**config.mk**
```make
export PLATFORM = sky130hd
export DESIGN_NAME = fetch_queue
export DESIGN_NICKNAME = d
export VERILOG_FILES = /design/src/rtl/pa_riscv.sv /design/src/rtl/fetch_queue_storage.sv /design/src/rtl/fetch_queue.sv
export SDC_FILE = /design/constraint.sdc
export NUM_CORES = 1
export LEC_CHECK = 0
export ABC_AREA = 1
export ABC_CLOCK_PERIOD_IN_PS = 7200
export CAP_MARGIN = 20
export CORE_MARGIN = 2
export CORE_UTILIZATION = 43
export DETAILED_ROUTE_END_ITERATION = 8
export DONT_BUFFER_PORTS = 1
export MAX_ROUTING_LAYER = met4
export PLACE_DENSITY = 0.7
export SETUP_SLACK_MARGIN = 0.2
export SYNTH_ARGS = -nofsm -noshare
export SYNTH_HDL_FRONTEND = slang
export SYNTH_SLANG_ARGS = --single-unit
```
**constraint.sdc**
```tcl
create_clock -name i_clk -period 7.2 [get_ports i_clk]
set_input_delay 1.44 -clock i_clk [delete_from_list [all_inputs] [get_ports i_clk]]
set_output_delay 1.44 -clock i_clk [all_outputs]
set_load 0.05 [all_outputs]
```
**src/rtl/pa_riscv.sv**
```systemverilog
`default_nettype none
// ============================================================================
//  Module      : pa_riscv (package)
//  Description : Shared types for the instruction fetch path: queue entry
//                layout and fetch-queue FSM state encoding.
//  Revision    : 1.0 - initial release
// ============================================================================
package pa_riscv;

    // Byte distance between consecutive instruction words.
    localparam logic [31:0] c_PC_STEP = 32'd4;

    // One queued instruction together with the address it was fetched from.
    typedef struct packed {
        logic [31:0] pc;
        logic [31:0] instr;
    } fq_entry_t;

    // IDLE: no request; WAIT: request outstanding, data kept;
    // DROP: request outstanding, returning data discarded.
    typedef enum logic [1:0] {
        ST_IDLE = 2'd0,
        ST_WAIT = 2'd1,
        ST_DROP = 2'd2
    } fq_state_t;

endpackage
`default_nettype wire

```
**src/rtl/fetch_queue_storage.sv**
```systemverilog
`default_nettype none
// ============================================================================
//  Module      : fetch_queue_storage
//  Description : Circular buffer of fetch entries with read/write pointers
//                and an occupancy counter. Flush empties the buffer.
//                The caller guarantees no push when full and no pop when
//                empty unless a pop happens in the same cycle as the push.
//  Revision    : 1.0 - initial release
// ============================================================================
module fetch_queue_storage
    import pa_riscv::*;
#(
    parameter int DEPTH = 4
) (
    input  logic                     i_clk,
    input  logic                     i_srst,
    input  logic                     i_flush,
    input  logic                     i_push,
    input  fq_entry_t                i_pushEntry,
    input  logic                     i_pop,
    output fq_entry_t                o_head,
    output logic [$clog2(DEPTH):0]   o_count
);

    localparam int AW = $clog2(DEPTH);
    localparam int CW = AW + 1;

    fq_entry_t        r_mem [DEPTH];
    logic [AW-1:0]    r_wrPtr;
    logic [AW-1:0]    r_rdPtr;
    logic [CW-1:0]    r_count;

    // Buffer array, pointers and count; pointers wrap naturally at DEPTH.
    always_ff @(posedge i_clk) begin
        if (i_srst) begin
            for (int i = 0; i < DEPTH; i++) begin
                r_mem[i] <= '0;
            end
            r_wrPtr <= '0;
            r_rdPtr <= '0;
            r_count <= '0;
        end else if (i_flush) begin
            r_wrPtr <= '0;
            r_rdPtr <= '0;
            r_count <= '0;
        end else begin
            if (i_push) begin
                r_mem[r_wrPtr] <= i_pushEntry;
                r_wrPtr        <= r_wrPtr + AW'(1);
            end
            if (i_pop) begin
                r_rdPtr <= r_rdPtr + AW'(1);
            end
            r_count <= r_count + CW'(i_push) - CW'(i_pop);
        end
    end

    assign o_head  = r_mem[r_rdPtr];
    assign o_count = r_count;

endmodule
`default_nettype wire

```
**src/rtl/fetch_queue.sv**
```systemverilog
`default_nettype none
// ============================================================================
//  Module      : fetch_queue
//  Description : Instruction prefetch queue. Issues one outstanding word read
//                at a time, never letting entries plus outstanding requests
//                exceed DEPTH, and discards in-flight data after a redirect.
//                Optional macro FETCH_QUEUE_BYPASS_EN forwards returning data
//                straight to the core when the queue is empty.
//  Revision    : 1.0 - initial release
// ============================================================================
module fetch_queue
    import pa_riscv::*;
#(
    parameter int          DEPTH    = 4,
    parameter logic [31:0] RESET_PC = 32'h0000_0000
) (
    input  logic        i_clk,
    input  logic        i_srst,
    output logic        o_memReq,
    output logic [31:0] o_memAddr,
    input  logic        i_memAck,
    input  logic [31:0] i_memData,
    output logic        o_instrValid,
    output logic [31:0] o_instr,
    output logic [31:0] o_instrPc,
    input  logic        i_instrReady,
    input  logic        i_redirect,
    input  logic [31:0] i_redirectPc
);

    localparam int CW = $clog2(DEPTH) + 1;

    fq_state_t      r_state;
    fq_state_t      w_stateNext;
    logic           r_memReq;
    logic           w_memReqNext;
    logic [31:0]    r_memAddr;
    logic [31:0]    w_memAddrNext;
    logic [31:0]    r_fetchPc;
    logic [31:0]    w_fetchPcNext;

    fq_entry_t      w_head;
    fq_entry_t      w_pushEntry;
    logic [CW-1:0]  w_count;
    logic [CW-1:0]  w_occNext;
    logic [31:0]    w_redirPc;
    logic           w_unusedRedirLsb;
    logic           w_ack;
    logic           w_accept;
    logic           w_empty;
    logic           w_bypass;
    logic           w_valid;
    logic           w_pop;
    logic           w_popStore;
    logic           w_push;
    logic           w_room;

    // Redirect targets are always fetched word-aligned.
    assign w_redirPc        = {i_redirectPc[31:2], 2'b00};
    assign w_unusedRedirLsb = ^i_redirectPc[1:0];

    // An ack only counts while a request is actually outstanding.
    assign w_ack    = i_memAck & (r_state != ST_IDLE);
    assign w_accept = (r_state == ST_WAIT) & w_ack & ~i_redirect;
    assign w_empty  = (w_count == '0);

`ifdef FETCH_QUEUE_BYPASS_EN
    assign w_bypass = w_accept & w_empty;
`else
    assign w_bypass = 1'b0;
`endif

    // A bypassed word that the core takes immediately never enters storage.
    assign w_valid     = ~w_empty | w_bypass;
    assign w_pop       = w_valid & i_instrReady & ~i_redirect;
    assign w_popStore  = w_pop & ~w_bypass;
    assign w_push      = w_accept & ~(w_bypass & w_pop);
    assign w_occNext   = w_count + CW'(w_push) - CW'(w_popStore);
    assign w_room      = (w_occNext < CW'(DEPTH));

    assign w_pushEntry = '{pc: r_memAddr, instr: i_memData};

    fetch_queue_storage #(
        .DEPTH       (DEPTH)
    ) u_storage (
        .i_clk       (i_clk),
        .i_srst      (i_srst),
        .i_flush     (i_redirect),
        .i_push      (w_push),
        .i_pushEntry (w_pushEntry),
        .i_pop       (w_popStore),
        .o_head      (w_head),
        .o_count     (w_count)
    );

    // Next state, next request and next fetch address; defaults hold everything.
    always_comb begin
        w_stateNext   = r_state;
        w_memReqNext  = r_memReq;
        w_memAddrNext = r_memAddr;
        w_fetchPcNext = r_fetchPc;
        case (r_state)
            ST_IDLE: begin
                if (i_redirect) begin
                    w_fetchPcNext = w_redirPc;
                end else if (w_count < CW'(DEPTH)) begin
                    w_stateNext   = ST_WAIT;
                    w_memReqNext  = 1'b1;
                    w_memAddrNext = r_fetchPc;
                end
            end
            ST_WAIT: begin
                if (w_ack && i_redirect) begin
                    // Queue is flushed this cycle, so credit is always available.
                    w_fetchPcNext = w_redirPc;
                    w_memAddrNext = w_redirPc;
                end else if (w_ack) begin
                    w_fetchPcNext = r_fetchPc + c_PC_STEP;
                    if (w_room) begin
                        w_memAddrNext = r_fetchPc + c_PC_STEP;
                    end else begin
                        w_stateNext  = ST_IDLE;
                        w_memReqNext = 1'b0;
                    end
                end else if (i_redirect) begin
                    w_stateNext   = ST_DROP;
                    w_fetchPcNext = w_redirPc;
                end
            end
            ST_DROP: begin
                // Queue stays empty while dropping, so the next request can issue.
                if (w_ack) begin
                    w_stateNext   = ST_WAIT;
                    w_memReqNext  = 1'b1;
                    w_fetchPcNext = i_redirect ? w_redirPc : r_fetchPc;
                    w_memAddrNext = i_redirect ? w_redirPc : r_fetchPc;
                end else if (i_redirect) begin
                    w_fetchPcNext = w_redirPc;
                end
            end
            default: begin
                w_stateNext  = ST_IDLE;
                w_memReqNext = 1'b0;
            end
        endcase
    end

    // FSM state, request and address registers.
    always_ff @(posedge i_clk) begin
        if (i_srst) begin
            r_state   <= ST_IDLE;
            r_memReq  <= 1'b0;
            r_memAddr <= RESET_PC;
            r_fetchPc <= RESET_PC;
        end else begin
            r_state   <= w_stateNext;
            r_memReq  <= w_memReqNext;
            r_memAddr <= w_memAddrNext;
            r_fetchPc <= w_fetchPcNext;
        end
    end

    assign o_memReq     = r_memReq;
    assign o_memAddr    = r_memAddr;
    assign o_instrValid = w_valid;
    assign o_instr      = w_bypass ? i_memData : w_head.instr;
    assign o_instrPc    = w_bypass ? r_memAddr : w_head.pc;

endmodule
`default_nettype wire

```
==> flow_results.org, run 1 <==
** Timing
- Setup-failing EPs final :: 0
- Unrepaired setup endpoints after global routing :: no
- Final max-slew violation count :: 0
- The smallest clock period supported by the final layout is computed as between 4 and 5 ns.
- On the final layout, the worst clock skew is slightly below 0.02 ns.
- In the final timing run, aggregate negative setup slack is 0 ns.
- Final setup margin :: ~2.3 ns
- For this run, the top clock speed supported by timing is 202.7 MHz.
- At the pin with the least slew margin, the transition time is ~1.2 ns.
- Measured against its own limit, the worst slew margin works out to 20.22%.
- The hold violation count in the final report came to 0.
- Share of the cycle needed by the critical path after routing :: between 60% and 70%
- Hold Worst Slack :: approximately 0.45 ns

** Setup path
- Required time reported for the critical path endpoint :: around 5.8 ns
- The worst register-to-register path ends at u_storage.r_mem[0][27].
- Number of cell instances on the worst register-to-register path :: 9
- Setup crit start kind :: register
- On the worst path, the slowest cell contributes a delay of approximately 0.95 ns.
- WP data arrival :: roughly 3.5 ns
- Walking the worst path, the cells encountered are clkinv_2, buf_4, o21ai_0, o22ai_1.
- The critical path is of the register to output pin type.
- On the critical path, the stage with the largest delay is an instance of sky130_fd_sc_hd__o22ai_1.
- Capturing element type of the critical path :: output pin
- Of all nets on the critical path, the largest fanout is 75.
- Reg2reg setup slack :: 2.98 ns
- Reg2reg start :: r_state[0]

** Logic synthesis
- Cell type with the largest total area after synthesis :: sky130_fd_sc_hd__edfxtp_1
- Number of warnings issued by yosys :: 0
- Cell with the most instances after synthesis :: sky130_fd_sc_hd__nor2_1
- Number of enable-type register cells in the synthesized netlist :: 256
- Unique cell type count in the Yosys netlist :: between 40 and 50
- Dominant register cell in the synthesized netlist :: sky130_fd_sc_hd__edfxtp_1
- Synthesized instance count :: between 1500 and 2000
- After synthesis the cells add up to approximately 16000 sq um.
- Average cell area after synthesis :: around 8.6 sq um
- Synth Net Count :: between 1500 and 2000
- Biggest area contributors in the synthesized netlist :: sky130_fd_sc_hd__edfxtp_1 47%, sky130_fd_sc_hd__nor2_1 9.5%, sky130_fd_sc_hd__dfxtp_1 9.3%
- Counting flops with an async set or reset pin after synthesis yields a share of 0%.
- After synthesis, the largest area contributor takes up a little under half of total cell area.
- After synthesis, flip-flops and latches occupy approximately 57% of the total area.
- Synthesis inferred between 300 and 400 register bits.
- By count the netlist is led by 410 x sky130_fd_sc_hd__nor2_1, 278 x sky130_fd_sc_hd__nand2_1, 256 x sky130_fd_sc_hd__edfxtp_1, 235 x sky130_fd_sc_hd__o21ai_0, 152 x sky130_fd_sc_hd__inv_1.

** Routing
- In the routed layout, each cell is associated on average with a via count of approximately 5.6.
- DR pass1 iterations :: 6
- DRC marker count from the first detailed-route iteration :: about 1400
- Routed length per instance :: around 20 um
- After detailed routing, the total wire length is 47650 um.
- DRC Markers :: 0
- Number of nets with antenna violations after detailed routing :: 0
- Detailed routing inserted a total of about 14000 vias.

** GRT
- Total global routing track utilization :: around a quarter
- Entering global routing, the biggest net connects 93 pins.
- Initial antenna violation count :: 0
- The first global-routing pass estimated between 70000 and 80000 um of wire.
- The number of global-route vias before repair came to between 10000 and 15000.
- Total congestion overflow :: 0

** Clocking
- After clock tree synthesis, the flow added hold-fix buffers numbering 0.
- Clock transition at the registers of the reported paths :: approximately 0.06 ns
- The clock tree synthesis step divided the H-tree into 2 levels.
- The clock reaches the later pin of the worst-skew pair after approximately 0.54 ns.
- Post-CTS Repair Setup Buffers :: 0
- TritonCTS clock tree :: yes
- No sink is reached through more buffers than the 3 on the longest clock path.
- The clock net in this run drives a total of around 330 sinks.
- The tree is rooted in a sky130_fd_sc_hd__clkbuf_16.
- Post-CTS sizing :: 0
- Inserted Clock Buffers :: 37

** Floorplan
- Die ar. :: 39420 sq um
- Die Height :: about 200 um
- Row generation in the floorplan step produced around 70 rows.
- CORE AREA :: about 37000 sq um
- The die is 198.5 um wide.
- For this configuration, the core starts out at a cell density of 43.41%.
- Number of top-level pins :: 167

** Hold path
- Worst hold path cell count :: 2
- Path category of the worst min-delay check :: register to register
- For hold timing, the worst endpoint is r_fetchPc[0].
- Worst hold path startpoint :: r_fetchPc[0]

** Flow run
- Max-cap violations in this run came to 0.

** Power
- VDD sags by at most between 0.15 and 0.2 mV.
- Pwr Density :: between 300 and 400 nW/um^2
- Post-layout power :: 5932 uW
- Static leakage :: between 0.006 and 0.007 uW

** Place
- Count of buffers inserted at the top-level ports :: 0
- The congestion estimate from routability-driven global placement came to about 1.
- Detailed placement ended at an HPWL of around 28000 um.
- Worst-case setup slack after placement :: around 2.3 ns

** Layout
- 0 antenna diodes ended up in the layout.
- After the last flow step, the layout net total stands at between 1500 and 2000.
- Layout Utilization :: about half
- The post-route netlist has roughly 7.5% of its cells at a drive strength greater than 1.
- Relative to the synthesized area, the layout overhead comes to 10.68%.

** Outcome
- Outcome :: completed
[layout make-up]
class | instances | area [sq um]
Fill cell | 3541 | 19480
Sequential cell | 332 | 9214
Multi-Input combinational cell | 1285 | 5957
Clock buffer | 47 | 1027
Tap cell | 511 | 639.4
Inverter | 166 | 629.4
Timing Repair Buffer | 45 | 337.8
Clock inverter | 20 | 207.7
[worst max path at each step]
stage / slack (ns) / depth (start not counted) / end
after global routing: 2.10 / 4 / o_instr[18]
after floorplan: 1.68 / 6 / u_storage.r_mem[3][0]
final: 2.27 / 4 / o_instr[24]
after CTS: 2.28 / 4 / o_instr[18]
after global placement: 2.37 / 6 / u_storage.r_mem[0][2]
after detailed placement: 2.34 / 6 / u_storage.r_mem[0][20]
[cell usage in the layout (no fill, tap or decap), drive strengths merged, types with 5 or more instances in the layout]
master	count
nor2	420
nand2	285
edfxtp	256
o21ai	246
inv	164
a21oi	106
dfxtp	76
nand3	69
o22ai	66
clkbuf	47
buf	45
nor3	40
xor2	14
clkinv	14
o21a	7
ha	7
a211oi	5
clkinvlp	5
[critical path: cells and delay by family (launching register included)]
kind | cells | cell delay [ns]
buffers and inverters | 2 | 1.31
AOI/OAI and AO/OA | 2 | 1.11
DFF | 1 | 0.46
[cells by family after synthesis]
kind of cell,Yosys count,synth area share (%)
simple gates,822,20.46
buf+inv,283,7.073
flops,332,56.58
fa+ha+maj,8,0.6612
xor+xnor,15,0.8073
compound gates,440,14.42
[metal layers]
layer  up-vias  GRT usage (%)  share of wire (%)
met5         -              -                  0
met3       109          5.595                 10
met2       690          40.44                 48
li1       6331              -                  -
met4         0          9.232                3.2
met1      6395          29.85                 39
[flip-flops by register name (all words and copies together) (netlist names), named ones only]
| signal | cells |
|---|---|
| o_memAddr | 32 |
| o_memReq | 1 |
| r_fetchPc | 32 |
| r_state | 2 |
| u_storage.o_count | 3 |
| u_storage.r_wrPtr | 2 |
| u_storage.r_rdPtr | 2 |
| u_storage.r_mem | 256 |
[power by group]
group          internal [uW]  switching [uW]  leakage [uW]
combinational            330             965       0.00286
clock                   1130             789      0.000588
sequential              2240             475       0.00327
total                   3700            2230       0.00672
[stage by stage]
step                cell area, sq um  cells
floorplan                      16270   1900
global placement               16770   2338
detailed placement             16780   2339
CTS                            18010   2406
global route                   18010   2406
finish                         18010   2406
No activity file was read; power rests on OpenSTA's default activity.
==> run 2, diff against run 1 <==
Settings changed: ABC_CLOCK_PERIOD_IN_PS 7200 to 5100, PLACE_DENSITY 0.7 to 0.68.
Clock period 7.2 ns to 5.1 ns, I/O delays scaled along.
==> run 2 against run 1 <==
  * Core utilization grew 0.20 points
  * Hold slack gained 0.012 ns
  * Global-route usage grew 0.051 points
  * Sequential power grew 42%
  * Non-clock buffer count grew 16
  * Total power grew 38%
  * Register-to-register slack lost 1.7 ns
  * Via count shrank 0.70%
  * Sequential cell count is the same
  * Cell count grew 0.75%
  * Worst setup slack lost 1.4 ns
  * First-iteration DRC count shrank 21%
  * Critical endpoint is now o_instr[14]
  * Largest cell class unchanged
==> flow_results.org, run 2 (synthesis results as in run 1) <==
** Layout
- Layout Nets :: 1960 (was 1944)
- Count of non-filler cells in the finished layout :: 2424 (was 2406)
- Layout filler cell count :: 3595 (was 3541)
- Share of layout cells above drive strength 1 :: 8.211% (was 7.493%)
- Reg with most FFs :: u_storage.r_mem (unchanged)
- The growth of design area from synthesis to finish came to 11.15% (was 10.68%).
- Max reg flops :: 256 (unchanged)
- The commonest non-fill, non-tap cell in the layout is sky130_fd_sc_hd__nor2_1 (unchanged).
- Commonest non-fill, non-tap cells in the layout :: 410 x sky130_fd_sc_hd__nor2_1, 274 x sky130_fd_sc_hd__nand2_1, 256 x sky130_fd_sc_hd__edfxtp_1 (unchanged)
- Final Instance Area :: 18090 sq um (was 18010 sq um)

** Setup path
- Required time reported for the critical path endpoint :: 4.08 ns (was 5.76 ns)
- Number of cell instances on the worst register-to-register path :: 19 (was 9)
- WP data arrival :: 3.19 ns (was 3.49 ns)
- Reg2reg start :: r_state[0] (unchanged)
- The setup slack of the worst register-to-register path came to 1.27 ns (was 2.98 ns).
- Crit Path Class :: register to output pin (unchanged)
- Biggest fanout along the worst timing path :: 76 (was 75)
- The end of the worst register-to-register path was o_memAddr[11] (was u_storage.r_mem[0][27]).
- Capturing element type of the critical path :: output pin (unchanged)
- Setup crit start kind :: register (unchanged)

** Hold path
- The path type of the worst min-delay path is register to register (unchanged).
- Worst hold path startpoint :: r_fetchPc[0] (unchanged)
- The count of cells along the worst hold path is 2 (unchanged).
- The end point of the worst hold path is r_fetchPc[0] (unchanged).

** Clocking
- Clock transition at the registers of the reported paths :: 0.06 ns (about the same)
- Number of clock sinks :: 332 (unchanged)
- Quantity of hold-fixing buffers added after cts :: 0 (unchanged)
- H-Tree Depth :: 2 (unchanged)
- Post-CTS Repair Setup Buffers :: 0 (unchanged)
- CTS root buffer :: sky130_fd_sc_hd__clkbuf_16 (unchanged)
- The deepest clock path buffer count was 3 (unchanged).
- Clk Latency, worst-skew pair :: 0.54 ns (about the same)
- Inserted Clock Buffers :: 37 (unchanged)
- The TritonCTS clock tree is yes (unchanged).
- The post-cts repair resize count came to 0 (unchanged).

** Timing
- The setup clock skew after layout was 0.01931 ns (was 0.01955 ns).
- Setup TNS :: 0 ns (unchanged)
- The relative slew slack came to 18.78% (was 20.22%).
- Timing would allow up to approximately 240 MHz.
- The hold violation count in the final report is 0 (unchanged).
- The smallest clock period supported by the final layout is computed as approximately 4.2 ns.
- Share of the cycle needed by the critical path after routing :: between 80% and 90%
- Unrepaired setup endpoints after global routing :: no (unchanged)
- The transition at the pin with the smallest max-transition slack is 1.236 ns (was 1.214 ns).
- The total count of max-transition violations in the final report is 0 (unchanged).
- Setup-failing EPs final :: 0 (unchanged)

** Power
- The overall power was 8214 uW (was 5932 uW).
- The highest ir drop seen on vdd was 0.2237 mV (was 0.1816 mV).
- Pwr Density :: 454.1 nW/um^2 (was 329.3 nW/um^2)
- Static leakage :: 0.006785 uW (was 0.006718 uW)

** Routing
- The number of iterations in the first detailed-routing pass was 5 (was 6).
- DRC marker count from the first detailed-route iteration :: 1113 (was 1409)
- Average via count per standard cell :: 5.541 (was 5.621)
- The count of vias placed by the detailed router came to 13430 (was 13530).
- DRC Markers :: 0 (unchanged)
- The detail-routed net length per standard cell is 19.74 um (was 19.80 um).
- DRT Wirelength :: 47850 um (was 47650 um)
- The antenna violation net count after detailed routing came to 0 (unchanged).

** GRT
- Layer with the highest usage after global routing :: met2 (unchanged)
- Met1 Track Usage GR :: 30.12% (was 29.85%)
- The global-route track usage on met2 is 40.68% (was 40.44%).
- Number of global-route vias before repair :: 12960 (was 13190)
- The global-route usage over all layers came to 24.72% (was 24.67%).
- The initial antenna violation count is 1 (was 0).
- The leftover overflow at the end of global routing was 0 (unchanged).
- The first-pass GRT wire length was 72350 um (was 72960 um).
- Largest net degree at the start of global routing :: 96 (was 93)
- Met3 Usage GRT :: 5.120% (was 5.595%)

** Floorplan
- Die boundary width :: 198.5 um (unchanged)
- Die ar. :: 39420 sq um (unchanged)
- Number of top-level pins :: 167 (unchanged)
- The number of rows created at floorplan is 71 (unchanged).
- The effective utilization at floorplan was 43.41% (unchanged).
- Die Height :: 198.5 um (unchanged)
- The floorplan core area came to 37490 sq um (unchanged).

** Place
- Number of placed cells counting well taps :: 2354 (was 2339)
- The half-perimeter wire length after placement was 28940 um (was 28270 um).
- Cell area after placement :: 16900 sq um (was 16780 sq um)
- The number of buffer cells added on primary ports is 0 (unchanged).
- Last weighted congestion value of the routability-driven placer :: 0.9488 (was 0.9801)

** Flow run
- The max-capacitance violation count is 0 (unchanged).

** Outcome
- Outcome: completed (unchanged).
## run 2: cell count changes in the layout (fill, tap and decap cells not counted), moves of 2 or more
cell | previous run | this run
sky130_fd_sc_hd__buf_4 | 45 | 59
sky130_fd_sc_hd__bufinv_16 | 3 | 0
sky130_fd_sc_hd__clkinv_1 | 7 | 9
sky130_fd_sc_hd__clkinv_4 | 0 | 3
sky130_fd_sc_hd__clkinvlp_4 | 5 | 2
## run 2: how the worst max path moves through the flow
stage / endpoint / slack [ns] / depth (start not counted)
floorplan: u_storage.r_mem[3][0] / 1.22 / 6
global placement: o_memAddr[23] / 1.17 / 16
detailed placement: o_memAddr[23] / 1.15 / 16
CTS: o_instr[18] / 0.92 / 3
global route: o_instr[24] / 0.76 / 3
finish: o_instr[14] / 0.89 / 3
## run 2: area by class of cell
cell class,count,area [sq um],share of cell area [%]
sequential,332,9214,50.94
antenna,1,2.502,0.01383
multi-input combinational,1285,5957,32.93
tap,511,639.4,3.535
timing repair buffer,61,490.5,2.711
clock buffer,47,1016,5.617
inverter,166,630.6,3.486
clock inverter,21,138.9,0.7678
## run 2: power by group
group / internal, uW / total, uW / leakage (uW) / switching (uW)
sequential: 3170 / 3850 / 0.00327 / 681
clock: 1430 / 2530 / 0.000564 / 1100
combinational: 479 / 1830 / 0.00295 / 1350
total: 5070 / 8210 / 0.00679 / 3140
## run 2: stage by stage
step	utilization, %	hold slack [ns]	worst slack, ns
3_3_place_gp	45.09	0.4332	1.172
4_1_cts	48.17	0.4562	0.9222
6_report	48.25	0.4584	0.8888
5_1_grt	48.25	0.4764	0.7579
3_5_place_dp	45.09	0.4483	1.149
2_1_floorplan	-	0.4252	1.221
## run 2: metal layers
layer	up-vias	wire (um)
li1	6385	-
met1	6380	19100
met2	561	22790
met3	105	4403
met4	0	1558
met5	-	0
## run 2: critical path, cell delays in order (launching register included)
cell and delay (ns):
sky130_fd_sc_hd__dfxtp_4 0.73, sky130_fd_sc_hd__buf_4 0.72, sky130_fd_sc_hd__o21ai_0 0.21, sky130_fd_sc_hd__o22ai_1 0.97
==> run 3, diff against run 2 <==
Settings changed: ABC_CLOCK_PERIOD_IN_PS 5100 to 3400, PLACE_DENSITY 0.68 to 0.7.
Clock period 5.1 ns to 3.4 ns, I/O delays scaled along.
==> run 3 against run 2 <==
  * Sequential cell count unchanged
  * Non-clock buffer count rose by 50
  * Hold slack worse by 0.24 ns
  * Clock-buffer cell count up 3
  * Sequential share of layout area fell by 1.4 points
==> flow_results.org, run 3 (synthesis results as in run 1) <==
** GRT
- The initial antenna violation count came to 0 (was 1).
- The first-pass GRT wire length came to 73680 um (was 72350 um).
- The largest net degree at the start of global routing is 105 (was 96).
- Total congestion overflow :: 0 (unchanged)
- Number of global-route vias before repair :: 12830 (was 12960)
- Total global routing track utilization :: 25.09% (was 24.72%)

** Layout
- Max reg flops :: 256 (unchanged)
- Share of layout cells above drive strength 1 :: 10.87% (was 8.211%)
- Commonest non-fill, non-tap cells in the layout :: 409 x sky130_fd_sc_hd__nor2_1, 273 x sky130_fd_sc_hd__nand2_1, 256 x sky130_fd_sc_hd__edfxtp_1 (was 410 x sky130_fd_sc_hd__nor2_1, 274 x sky130_fd_sc_hd__nand2_1, 256 x sky130_fd_sc_hd__edfxtp_1)
- The growth of design area from synthesis to finish was 14.32% (was 11.15%).
- Most common cell after layout, fill and taps aside :: sky130_fd_sc_hd__nor2_1 (unchanged)
- Reg with most FFs :: u_storage.r_mem (unchanged)
- The number of antenna cells inserted came to 0 (was 1).
- The number of nets at the end of the flow is 2010 (was 1960).

** Setup path
- Setup crit start kind :: register (unchanged)
- Required time reported for the critical path endpoint :: 2.72 ns (was 4.08 ns)
- Cells traversed along the worst timing path: buf_4, o21ai_0, o22ai_1, buf_4 (was buf_4, o21ai_0, o22ai_1).
- Worst path max stage delay :: 0.56 ns (was 0.97 ns)
- Cell with the most instances on the worst path :: sky130_fd_sc_hd__buf_4
- Cell at the slowest stage of the critical path :: sky130_fd_sc_hd__buf_4 (was sky130_fd_sc_hd__o22ai_1)
- The buffer and inverter count on the worst path came to 2 (was 1).
- Capturing element type of the critical path :: output pin (unchanged)
- The start-to-end type of the worst setup path is register to output pin (unchanged).
- The data arrival time of the worst path came to 2.35 ns (was 3.19 ns).
- The top cell family by delay on the critical path is buffers and inverters (was compound AO/OA/AOI/OAI gates).
- Biggest fanout along the worst timing path :: 64 (was 76)

** Routing
- The final routed DRC violation total was 0 (unchanged).
- Number of nets with antenna violations after detailed routing :: 0 (unchanged)
- The final wirelength is 48160 um (was 47850 um).
- The detail-routed net length per standard cell is 19.50 um (was 19.74 um).
- The count of vias placed by the detailed router is 13630 (was 13430).
- The number of iterations in the first detailed-routing pass is 6 (was 5).
- The post-detailed-route via-to-cell ratio came to 5.518 (was 5.541).
- DRC marker count from the first detailed-route iteration :: 1324 (was 1113)

** Clocking
- The number of H-tree branching levels came to 2 (unchanged).
- Clk Latency, worst-skew pair :: 0.54 ns (about the same)
- Inserted Clock Buffers :: 37 (unchanged)
- CTS root buffer :: sky130_fd_sc_hd__clkbuf_16 (unchanged)
- The CTS sink count is 332 (unchanged).
- Clk buf depth :: 3 (unchanged)
- Quantity of hold-fixing buffers added after cts :: 0 (unchanged)
- The TritonCTS clock tree is yes (unchanged).
- The clock-pin slew on the worst setup and hold paths came to 0.05 ns (was 0.06 ns).

** Place
- Count of buffers inserted at the top-level ports :: 0 (unchanged)
- The placer congestion estimate was 0.9506 (was 0.9488).
- Total half-perimeter wirelength after legalization and detailed placement :: 30560 um (was 28940 um)

** Floorplan
- The area of the die is 39420 sq um (unchanged).
- Number of core rows :: 71 (unchanged)
- The floorplan core area is 37490 sq um (unchanged).
- Die boundary width :: 198.5 um (unchanged)
- The effective utilization at floorplan was 43.41% (unchanged).
- Number of top-level pins :: 167 (unchanged)
- Die Height :: 198.5 um (unchanged)

** Timing
- Share of the cycle needed by the critical path after routing :: about nine tenths
- The hold violation count in the final report came to 0 (unchanged).
- The setup clock skew after layout is 0.02326 ns (was 0.01931 ns).
- The worst slack on hold paths came to 0.2215 ns (was 0.4584 ns).
- Setup TNS :: 0 ns (unchanged)
- The clock period could shrink to ~3.0 ns.
- The transition at the pin with the smallest max-transition slack is 0.8710 ns (was 1.236 ns).
- Max frequency :: 330.5 MHz
- Worst-case headroom to the max-slew limit :: 41.94% (was 18.78%)
- Unrepaired setup endpoints after global routing: no (unchanged).
- The total count of max-transition violations in the final report is 0 (unchanged).
- The number of failing setup endpoints in the final timing report is 0 (unchanged).

** Power
- The highest ir drop seen on vdd was 0.3202 mV (was 0.2237 mV).
- The power per cell area came to 680.7 nW/um^2 (was 454.1 nW/um^2).
- The leakage power of the design was 0.007068 uW (was 0.006785 uW).

** Outcome
- Outcome :: completed (unchanged)

** Flow run
- Number of max-cap violations :: 0 (unchanged)

** Hold path
- The path type of the worst min-delay path was input pin to register (was register to register).
-- run 3: cell types whose count changed in the layout (fill, tap and decap cells not counted), sizes merged --
cell / before / now
inv: 165 / 163
diode: 1 / 0
bufinv: 0 / 1
clkinv: 20 / 15
buf: 61 / 111
clkbuf: 47 / 50
-- run 3: per-stage QoR --
| step | cells | utilization (%) | power [uW] | setup slack [ns] | instance area (sq um) |
|---|---|---|---|---|---|
| final | 2470 | 49.63 | 12660 | 0.3742 | 18600 |
| after global routing | 2470 | 49.63 | 13180 | 0.1972 | 18600 |
| after CTS | 2467 | 49.47 | 12590 | 0.2139 | 18540 |
| after detailed placement | 2397 | 46.19 | 8686 | -0.02205 | 17310 |
| after global placement | 2397 | 46.19 | 8665 | 0.1243 | 17310 |
| after floorplan | 1900 | - | 7623 | 0.1776 | 16300 |
-- run 3: final timing paths --
kind                start       endpoint  slack (ns)  cells after the start
max              register  o_instrPc[12]        0.37                      4
min                i_srst     r_state[1]        0.22                      1
max reg2reg    r_state[1]   o_memAddr[9]        0.39                     20
min reg2reg  r_fetchPc[1]   r_fetchPc[1]        0.45                      2
-- run 3: power by group --
group | internal (uW) | total [uW] | switching (uW)
registers | 4750 | 5780 | 1030
clock network | 2230 | 3850 | 1630
logic | 881 | 3030 | 2150
total | 7860 | 12700 | 4810
-- run 3: layout make-up --
class	instances	area [sq um]
clock buffer	50	1036
clock inverter	15	128.9
fill	3549	18880
inverter	166	633.1
multi-input combinational	1285	6013
sequential	332	9215
tap	511	639.4
timing repair buffer	111	938.4
-- run 3: timing repair --
action	in CTS	in global routing
gates resized for setup	7	11
endpoints found under the setup margin	32	34
cloned	0	1
endpoints found under the hold margin	0	0
buffers inserted	5	2
pin swaps	3	3
-- run 3: routing by layer --
metal | vias up | share of wire, % | GRT usage (%)
met2 | 575 | 47 | 40.27
met3 | 97 | 9.1 | 5.341
met5 | - | 0 | -
li1 | 6460 | - | -
met4 | 0 | 2.6 | 7.933
met1 | 6498 | 41 | 31.89
==> variant 1 (settings of run 2) <==
Make the reset (`i_srst`) asynchronous in 2 clocked blocks.
--- a/src/rtl/fetch_queue_storage.sv
+++ b/src/rtl/fetch_queue_storage.sv
@@ -31,7 +31,7 @@
     logic [CW-1:0]    r_count;
 
     // Buffer array, pointers and count; pointers wrap naturally at DEPTH.
-    always_ff @(posedge i_clk) begin
+    always_ff @(posedge i_clk or posedge i_srst) begin
         if (i_srst) begin
             for (int i = 0; i < DEPTH; i++) begin
                 r_mem[i] <= '0;
--- a/src/rtl/fetch_queue.sv
+++ b/src/rtl/fetch_queue.sv
@@ -146,7 +146,7 @@
     end
 
     // FSM state, request and address registers.
-    always_ff @(posedge i_clk) begin
+    always_ff @(posedge i_clk or posedge i_srst) begin
         if (i_srst) begin
             r_state   <= ST_IDLE;
             r_memReq  <= 1'b0;
Function: differs if i_srst is asserted again (counterexample within 4 cycles, from zero or initial values and one cycle with i_srst high); with i_srst held inactive, the same outputs for 4 cycles.
==> variant 1 against run 2 <==
Cell area rose by 0.98%. Wire length fell by 2.8%. Hold slack improved by 0.019 ns. Setup slack improved by 0.094 ns. Area after synthesis fell by 0.15%. Sequential cell count fell by 2.
Power is not compared: it rests on default switching activity, and its combinational part moved more than twofold at a synthesized area within 25%.
==> variant 1: results (changes against run 2) <==
All-Layer GR Usage=24.5% (was 24.7%); hold path start=u_storage.r_mem[152] (was r_fetchPc[0]); outcome=complete, no violations (unchanged); Seq. cell area=8260 µm² (was 9210 µm²); pin count of the biggest net entering global routing=128 (was 96); Yosys reg bits=330 (was 332); first-pass GRT wire length=74.1 mm (was 72.3 mm); GRT met1 Usage=31.7% (was 30.1%); Fillers=3574 (was 3595); worst reg2reg path depth=20 (was 19); Buffers, non-clock=69 (was 61); ant diodes=0 (was 1); antenna violations before repair=0 (was 1); Worst Path Max Fanout=71 (was 76); Worst Hold End=u_storage.r_mem[152] (was r_fetchPc[0]); Seq/Total Area, Yosys=50.8% (was 56.6%); drt initial violations=1421 (was 1113); Largest stage delay, worst path=0.67 ns (was 0.97 ns); Via density=5.55 (was 5.54); met3 Use GR=6.46% (was 5.12%); DRT Wirelength=46.5 mm (was 47.9 mm); #MultiIn Comb=1465 (was 1285); WL met3=3.94 mm (was 4.40 mm); placed insts=2513 (was 2354); top cells by area, synth=dfrtp_1 51%, o21ai_0 13%, nand2_1 11% (was edfxtp_1 47%, nor2_1 9.5%, dfxtp_1 9.3%); CP Data Arrival Time=3.10 ns (was 3.19 ns); share of cells above drive strength 1=8.06% (was 8.21%); Layout Cells excl Fill=2583 (was 2424); Netlist cell types=35 (was 41); area of the multi-input gates=6920 µm² (was 5960 µm²); GPL Wtd Cong=0.992 (was 0.949); WL met1=20.2 mm (was 19.1 mm); met2 usage=36.9% (was 40.7%); Cells after Synth=2075 (was 1900); length of routed met2 wiring=21.1 mm (was 22.8 mm); detailed placement HPWL=29.4 mm (was 28.9 mm); Post-synth ARST share=100% (was 0%); DRT Pass-1 Iters=6 (was 5)
## variant 1: cell count changes after synthesis, moves of 18 or more
cell,run 2,this run
dfrtp_1,0,330
edfxtp_1,256,0
nor2_1,410,209
nand2_1,278,477
o21ai_0,235,407
dfxtp_1,76,0
o21ai_1,11,55
nor3_1,40,5
nand3_1,68,37
clkbuf_1,73,101
inv_1,152,127
a22oi_1,1,19
## variant 1: worst max-delay path by stage
stage | start | endpoint | slack [ns] | cells past startpoint
after CTS | u_storage.r_rdPtr[0] | o_instrPc[15] | 0.97 | 5
after detailed placement | i_memAck | o_memAddr[3] | 1.01 | 17
after global routing | u_storage.r_rdPtr[0] | o_instrPc[15] | 0.75 | 5
after floorplan | i_srst | o_memAddr[0] | -0.33 | 1
final | u_storage.r_rdPtr[0] | o_instrPc[15] | 0.98 | 5
after global placement | i_memAck | o_memAddr[3] | 1.06 | 17
## variant 1: stage by stage
stage | setup slack (ns) | hold WS [ns]
after CTS | 0.973 | 0.482
after global placement | 1.06 | 0.460
after detailed placement | 1.01 | 0.468
after global routing | 0.747 | 0.495
final | 0.983 | 0.477
after floorplan | -0.327 | 0.448
## variant 1: worst max-delay path, delay by kind of cell (launching register included)
family,cells,cell delay (ns)
AO/OA/AOI/OAI,2,0.45
buffers and inverters,3,1.39
flip-flops,1,0.67
## variant 1: power by group
part,internal (µW),switching (µW)
clock,1840,1110
sequential,3360,1060
combinational,1600,4210
## variant 1: kinds of logic after synthesis
kind of cell               after synthesis  share of synthesized area, %
xor gates and xnor gates                15                         0.808
adders and majority gates               12                         0.970
and+or+nand+nor                        754                          18.4
AOI/OAI and AO/OA                      684                          22.3
DFF                                    330                          50.8
buffers and inverters                  280                          6.79
==> variant 2 (settings of run 2) <==
Made on the original files. `DEPTH` is set to 4 in 2 places; all go to 8.
--- a/src/rtl/fetch_queue_storage.sv
+++ b/src/rtl/fetch_queue_storage.sv
@@ -10,7 +10,7 @@
 module fetch_queue_storage
     import pa_riscv::*;
 #(
-    parameter int DEPTH = 4
+    parameter int DEPTH = 8
 ) (
     input  logic                     i_clk,
     input  logic                     i_srst,
--- a/src/rtl/fetch_queue.sv
+++ b/src/rtl/fetch_queue.sv
@@ -11,7 +11,7 @@
 module fetch_queue
     import pa_riscv::*;
 #(
-    parameter int          DEPTH    = 4,
+    parameter int          DEPTH    = 8,
     parameter logic [31:0] RESET_PC = 32'h0000_0000
 ) (
     input  logic        i_clk,
Function: no difference found for any inputs over 4 cycles, from zero or initial values and one cycle with i_srst high; that may be too few to reach the edited logic, so the function may still have changed.
==> variant 2 against run 2 <==
Setup slack got worse by 0.22 ns. Cell area is 71% higher. Wire length rose by 64%. Sequential cell count rose by 260. Total power up 62%. Non-clock buffer count grew 47. Area after synthesis rose by 70%. Fmax decreased by 5.0%.
==> variant 2: results (changes against run 2) <==
Post-synth ARST share=0% (unchanged); detailed placement HPWL=43.6 mm (was 28.9 mm); CTS Buf Count=66 (was 37); Hold WS=0.432 ns (was 0.458 ns); EDFF count, synth=512 (was 256); met2 usage=38.7% (was 40.7%); Area after DPL=28900 µm² (was 16900 µm²); P_leak=0.0116 µW (was 0.00679 µW); DRT Wirelength=78.3 mm (was 47.9 mm); reg-to-reg startpoint=u_storage.o_count[3] (was r_state[0]); CTS Root Buffer Type=clkbuf_16 (unchanged); hold path cells=2 (unchanged); vias in the first global route=20900 (was 13000); Worst Path Max Fanout=96 (was 76); register clock-pin slew on the reported worst setup and hold paths=0.06 ns (about the same); outcome=complete, no violations (unchanged); Seq/Total Area, Yosys=61.5% (was 56.6%); top cells by area, synth=edfxtp_1 56%, nor2_1 14%, o21ai_0 6.4% (was edfxtp_1 47%, nor2_1 9.5%, dfxtp_1 9.3%); Worst R2R End=o_memAddr[25] (was o_memAddr[11]); ys flop type=edfxtp_1 (unchanged); port bufs=0 (unchanged); GRT met1 Usage=31.4% (was 30.1%); DR vias=21700 (was 13400); Fillers=5852 (was 3595); Biggest register=u_storage.r_mem (unchanged); GPL Wtd Cong=0.957 (was 0.949); WL met3=6.69 mm (was 4.40 mm); peak supply drop=0.359 mV (was 0.224 mV); share of cells above drive strength 1=8.12% (was 8.21%); Netlist cell types=40 (was 41); worst skew pair latency=0.62 ns (was 0.54 ns); WL met1=32.6 mm (was 19.1 mm); Max Used Layer=met4 (unchanged); All-Layer GR Usage=24.1% (was 24.7%); DRT Pass-1 Iters=5 (unchanged); met3 Use GR=4.56% (was 5.12%); cts repair resizes=0 (unchanged); drt initial violations=2216 (was 1113); antenna violations before repair=3 (was 1); Cells after Synth=3024 (was 1900); Via density=5.55 (was 5.54); Worst-Margin Slew=1.04 ns (was 1.24 ns); length of routed met2 wiring=37.5 mm (was 22.8 mm); clk_skew=0.0395 ns (was 0.0193 ns); commonest cells in the netlist=1035 x nor2_1, 512 x edfxtp_1, 353 x o21ai_0 (was 410 x nor2_1, 278 x nand2_1, 256 x edfxtp_1); Setup-failing EPs final=0 (unchanged); Post-CTS Setup Bufs=0 (unchanged); pre-CTS WS=1.26 ns (was 1.15 ns); Largest register FFs=512 (was 256); worst reg2reg path depth=16 (was 19); syn nets=3105 (was 1977); placed insts=3779 (was 2354); hold path start=r_fetchPc[0] (unchanged); area delta synth->final=12.1% (was 11.1%); HP Class=reg2reg (unchanged); pin count of the biggest net entering global routing=111 (was 96); Worst Hold End=r_fetchPc[0] (unchanged); first-pass GRT wire length=120 mm (was 72.3 mm); Synth warnings=0 (unchanged); H-Tree Depth=3 (was 2)
-- variant 2: cell count changes after synthesis, moves of 9 or more --
cell | before | now
nand2_1 | 278 | 306
buf_2 | 31 | 78
clkinv_1 | 3 | 22
a21oi_1 | 105 | 95
buf_1 | 6 | 15
inv_1 | 152 | 119
nor2_1 | 410 | 1035
a31oi_1 | 2 | 66
edfxtp_1 | 256 | 512
clkbuf_1 | 73 | 101
nor3_1 | 40 | 6
o21ai_0 | 235 | 353
-- variant 2: how the worst max path moves through the flow --
stage / start / endpoint / slack [ns] / depth (start not counted)
after floorplan: i_redirect / u_storage.r_mem[1][0] / 1.24 / 8
after global placement: flip-flop / o_instrPc[21] / 1.29 / 6
after detailed placement: i_memAck / o_memAddr[25] / 1.26 / 14
after CTS: flip-flop / o_instrPc[21] / 0.62 / 6
after global routing: flip-flop / o_instrPc[24] / 0.46 / 6
final: flip-flop / o_instrPc[28] / 0.67 / 6
-- variant 2: final cells by class --
type                            count  share of cell area [%]
Sequential cell                   592                    54.9
Multi-Input combinational cell   2083                    30.2
Clock buffer                       79                    5.53
Tap cell                          846                    3.42
Timing Repair Buffer              108                    3.04
Inverter                          150                    1.86
Clock inverter                     42                    1.12
Antenna cell                        3                  0.0243
-- variant 2: power by group --
part	switching (µW)	total [µW]	internal, µW
logic	1780	2350	570
clock network	1990	4570	2580
registers	761	6350	5590
-- variant 2: kinds of logic after synthesis --
kind of cell    count (synthesis)  share of synthesized area, %
compound gates                634                          12.5
fa+ha+maj                      12                         0.571
simple gates                 1424                          19.9
xor+xnor                       13                         0.412
buf+inv                       349                          5.18
flops                         592                          61.5
-- variant 2: critical path, stage by stage (launching register included) --
cell and delay [ns]:
dfxtp_4 0.75, buf_4 0.88, o21ai_0 0.22, o22ai_1 0.19, nor2_1 0.05, a31oi_1 0.33
buf_4 0.27
